--- src/rtl/pipe_pkg.sv ---
// Types and constants shared by the fetch-side pipeline blocks.
// sext16to32 is also used by Execute for immediate branch offsets.
package pipe_pkg;

    typedef enum logic [1:0] {
        StBoot,
        StRun,
        StIntSave,
        StIntJump
    } pc_state_e;

    localparam logic [31:0] RESET_VEC_DEF = 32'd32;
    localparam logic [31:0] INT_VEC_DEF   = 32'd16;

    function automatic logic [31:0] sext16to32(input logic [15:0] v);
        return {{16{v[15]}}, v};
    endfunction

endpackage

--- src/rtl/pc_sequencer.sv ---
// Program-counter sequencer: owns the fetch PC and walks boot, sequential
// fetch, branches, stalls and the two-cycle interrupt entry sequence.
module pc_sequencer
    import pipe_pkg::*;
#(
    parameter logic [31:0] RESET_VEC = RESET_VEC_DEF,
    parameter logic [31:0] INT_VEC   = INT_VEC_DEF
) (
    input  logic        clk,
    input  logic        reset,
    input  logic        stall,
    input  logic        branch,
    input  logic [15:0] branch_addr,
    input  logic        int_req,
    output logic [31:0] pc,
    output logic        fetch_valid,
    output logic        flush,
    output logic [31:0] save_pc,
    output logic        save_valid,
    output logic        int_ack
);

    pc_state_e   state_q, state_d;
    logic [31:0] pc_q, pc_d;
    logic        int_pending_q, int_pending_d;
    logic        int_armed_q, int_armed_d;

    logic [31:0] branch_tgt;
    logic        int_capture;
    logic        int_want;

    assign branch_tgt = sext16to32(branch_addr);

    // A held int_req is captured once; it must drop before it can re-arm.
    assign int_capture = int_req && int_armed_q &&
                         (state_q == StBoot || state_q == StRun);
    assign int_want    = int_pending_q || int_capture;

    always_comb begin
        state_d       = state_q;
        pc_d          = pc_q;
        int_pending_d = int_pending_q;
        int_armed_d   = !int_req || (int_armed_q && !int_capture);
        pc            = pc_q;
        fetch_valid   = 1'b0;
        flush         = 1'b0;
        save_pc       = 32'd0;
        save_valid    = 1'b0;
        int_ack       = 1'b0;

        unique case (state_q)
            StBoot: begin
                pc_d          = RESET_VEC;
                int_pending_d = int_want;
                state_d       = StRun;
            end
            StRun: begin
                fetch_valid = !stall;
                if (branch) begin
                    pc_d          = branch_tgt;
                    flush         = 1'b1;
                    int_pending_d = int_want;
                end else if (int_want && !stall) begin
                    int_pending_d = 1'b1;
                    state_d       = StIntSave;
                end else if (stall) begin
                    int_pending_d = int_want;
                end else begin
                    pc_d          = pc_q + 32'd1;
                    int_pending_d = 1'b0;
                end
            end
            StIntSave: begin
                // A late branch redirects both the return address and the PC.
                save_valid    = 1'b1;
                save_pc       = branch ? branch_tgt : pc_q;
                pc_d          = branch ? branch_tgt : pc_q;
                int_pending_d = 1'b0;
                state_d       = StIntJump;
            end
            StIntJump: begin
                pc_d          = INT_VEC;
                flush         = 1'b1;
                int_ack       = 1'b1;
                int_pending_d = 1'b0;
                state_d       = StRun;
            end
            default: begin
                state_d = StBoot;
            end
        endcase

        if (reset) begin
            state_d       = StBoot;
            pc_d          = RESET_VEC;
            int_pending_d = 1'b0;
            int_armed_d   = 1'b1;
            pc            = RESET_VEC;
            fetch_valid   = 1'b0;
            flush         = 1'b0;
            save_pc       = 32'd0;
            save_valid    = 1'b0;
            int_ack       = 1'b0;
        end
    end

    always_ff @(posedge clk) begin
        state_q       <= state_d;
        pc_q          <= pc_d;
        int_pending_q <= int_pending_d;
        int_armed_q   <= int_armed_d;
    end

endmodule

--- config.mk ---
export PLATFORM = sky130hd
export DESIGN_NAME = pc_sequencer
export DESIGN_NICKNAME = d
export VERILOG_FILES = /design/src/rtl/pipe_pkg.sv /design/src/rtl/pc_sequencer.sv
export SDC_FILE = /design/constraint.sdc
export NUM_CORES = 1
export LEC_CHECK = 0
export CORE_ASPECT_RATIO = 1.5
export CORE_MARGIN = 2
export CORE_UTILIZATION = 52
export DETAILED_ROUTE_END_ITERATION = 12
export GPL_TIMING_DRIVEN = 1
export PLACE_DENSITY_LB_ADDON = 0.15
export SKIP_CTS_REPAIR_TIMING = 1
export SYNTH_ARGS = -nofsm -noshare
export SYNTH_HDL_FRONTEND = slang
export SYNTH_SLANG_ARGS = --single-unit
--- constraint.sdc ---
create_clock -name clk -period 3.2 [get_ports clk]
set_input_delay 0.32 -clock clk [delete_from_list [all_inputs] [get_ports clk]]
set_output_delay 0.32 -clock clk [all_outputs]
set_load 0.05 [all_outputs]
==> results.md <==
- Share of cells above drive strength 1: 19.6%
- Post-route DRC: 0
- H-tree depth: 2
- Synth warn: 0
- # clock sinks: 36
- Fin Setup TNS: 0 ns
- Die X: 66.2 um
- RePlAce Congestion: 1.04
- Final Cycle Share: 80.4%
- Crit path DAT: 2.25 ns
- Die ar.: 6430 um^2
- FILL cells: 448
- Max-cap viol count: 0
- Routed vias: 3611
- RSZ-0062 raised after global routing: no
- Peak fanout along the critical path: 16
- Clk buf depth: 2
- Netlist cell types: 67
- Area Growth Syn to Fin: 40.8%
- Req. time, crit path: 2.88 ns
- Post-DP HPWL: 7710 um
- Iter 0 DRT Violations: 300
- Post-synth EDFFs: 0
- Site row count: 34
- Final hold vios: 0
- Critical Path Sink Type: output pin
- Uppermost layer routed: met4
- Detailed Routing Iterations Pass 1: 5
- Slew at the pin closest to its max-slew limit: 0.714 ns
- FMAX: 389 MHz
- I/O pins: 89
- Gr ovfl total: 0
- Clk slew on worst S/H paths: 0.07 ns
- Initial antenna violation count: 0
- Crit path kind: flip-flop to output pin
- Number of buffers created by CTS: 5
- Final Critical Period: 2.57 ns
- Core Area: 5700 um^2
- Mapped Cells: 428
- Total GRT Usage: 33.8%
- First-pass GRT wire length: 17200 um
- Status: finished, final reports clean
- Leak: 0.00164 uW
- Peak supply drop: 200 uV
- CTS tree: built
- Setup crit start: state_q[0]
- Non-filler instance count after layout: 567
- CP Launch Type: flip-flop
- Root buf cell: clkbuf_8
- Die Height: 97.2 um
- HP Class: flip-flop to flip-flop
- Starting density of the core: 52.9%
- Post-synth ARST share: 0%
- Largest net degree at the start of global routing: 37
- Vias in the first global route: 3477
- Clock Skew: 0.00822 ns
- Mean Syn Cell Area: 7.04 um^2
- Commonest non-fill, non-tap cell in the layout: nor2_1
- Wire length per cell: 18.7 um
- Syn Std Cell Area: 3010 um^2
- Drt total wl: 10600 um
- Most frequent cells in the layout: 55 x nor2_1, 38 x buf_4, 37 x nand2_1
- Register bit total from synthesis: 36
- Routed wl met3: 752 um
- Clock Latency Late Sink: 0.29 ns
- Post-route ant nets: 0
- Met2 wire len: 5470 um
- Hold path start: int_pending_q
- Cells after DPL: 559
- N_diodes: 0
- Count of final setup violators: 0
- Slew headroom: 51.9%
- Top FF cell, synth: dfxtp_1
- Reg-to-reg critical path startpoint: state_q[0]
- IO Port Bufs: 88
- Multi-input logic area: 2060 um^2
- Syn nets: 454
- FF+latch area: 721 um^2
- Vias/cell: 6.37
- Nets: 520
- Register area share after synthesis: 23.9%
- Final max-slew violation count: 0
- Wl on met1: 3880 um
- Power Density: 336 nW/um^2
[flip-flops by register name, summed over array words and instances (netlist names)]
signal and cells:
int_pending_q 1, pc_q 32, state_q 2, int_armed_q 1
[cell usage after synthesis, drive strengths merged, types with 5 or more instances]
| library cell | n | area [um^2] |
|---|---|---|
| a21oi | 28 | 140 |
| nor3 | 11 | 55.1 |
| and3 | 8 | 50.1 |
| dfxtp | 36 | 721 |
| inv | 16 | 60.1 |
| a22oi | 5 | 37.5 |
| nor2 | 57 | 224 |
| a41oi | 5 | 43.8 |
| nor2b | 32 | 203 |
| mux2i | 8 | 80.1 |
| o211ai | 6 | 45.0 |
| clkbuf | 21 | 78.8 |
| nand3 | 16 | 92.6 |
| nand4 | 11 | 75.1 |
| buf | 14 | 96.3 |
| and2 | 8 | 50.1 |
| o31ai | 5 | 37.5 |
| and4 | 8 | 75.1 |
| nand2 | 38 | 145 |
| o21ai | 25 | 125 |
| ha | 5 | 62.6 |
| a31oi | 7 | 43.8 |
[path summary, 6_finish.rpt]
check	to	slack [ns]	depth (start not counted)
worst max-delay path	save_pc[1]	0.63	6
worst min register to register	int_pending_q	0.50	2
worst min-delay path	int_pending_q	0.50	2
worst max register to register	pc_q[27]	0.83	7
[stage by stage]
| stage | hold WS, ns | total power (uW) | worst slack, ns | utilization (%) | instance area, um^2 |
|---|---|---|---|---|---|
| final | 0.503 | 1430 | 0.627 | 74.4 | 4240 |
| after floorplan | 0.407 | 835 | 0.818 | - | 3010 |
| after global placement | 0.481 | 1010 | 0.699 | 72.5 | 4140 |
| after global routing | 0.531 | 1480 | 0.434 | 74.4 | 4240 |
| after CTS | 0.500 | 1420 | 0.602 | 74.4 | 4240 |
| after detailed placement | 0.487 | 1020 | 0.688 | 72.5 | 4140 |
[power breakdown]
group / leakage [uW] / switching, uW / internal (uW)
Combinational: 0.00129 / 308 / 186
Sequential: 0.000292 / 49.2 / 477
Clock: 0.0000552 / 176 / 232
[final cells by class]
| type | instances | area share, % |
|---|---|---|
| flip-flops and latches | 36 | 17.0 |
| well taps | 72 | 2.12 |
| inverters | 16 | 1.42 |
| multi-input cells | 341 | 48.6 |
| clock inverters | 2 | 0.826 |
| repair buffers | 94 | 28.3 |
| clock buffers | 6 | 1.71 |
[kinds of logic (layout without fill, tap and decap cells)]
| logic type | count (synthesis) | count (layout) | share of synthesized area (%) |
|---|---|---|---|
| buf+inv | 51 | 118 | 7.80 |
| flops | 36 | 36 | 23.9 |
| mux | 8 | 8 | 2.66 |
| compound gates | 119 | 119 | 26.7 |
| fa+ha+maj | 5 | 5 | 2.08 |
| xor+xnor | 2 | 2 | 0.581 |
| simple gates | 207 | 207 | 36.2 |
[layer usage]
metal | vias up | global-route usage, %
met2 | 197 | 57.4
met5 | - | 0
li1 | 1691 | -
met4 | 0 | 20.7
met3 | 42 | 5.79
met1 | 1681 | 37.9
[worst max-delay path, cell delays in order (launching register included)]
cell and delay [ns]:
dfxtp_1 0.34, inv_1 0.08, ha_1 0.31, buf_4 0.24, nand2b_1 0.38, a21oi_1 0.42
buf_12 0.19
Note: power is estimated with default switching activity, not from simulation.
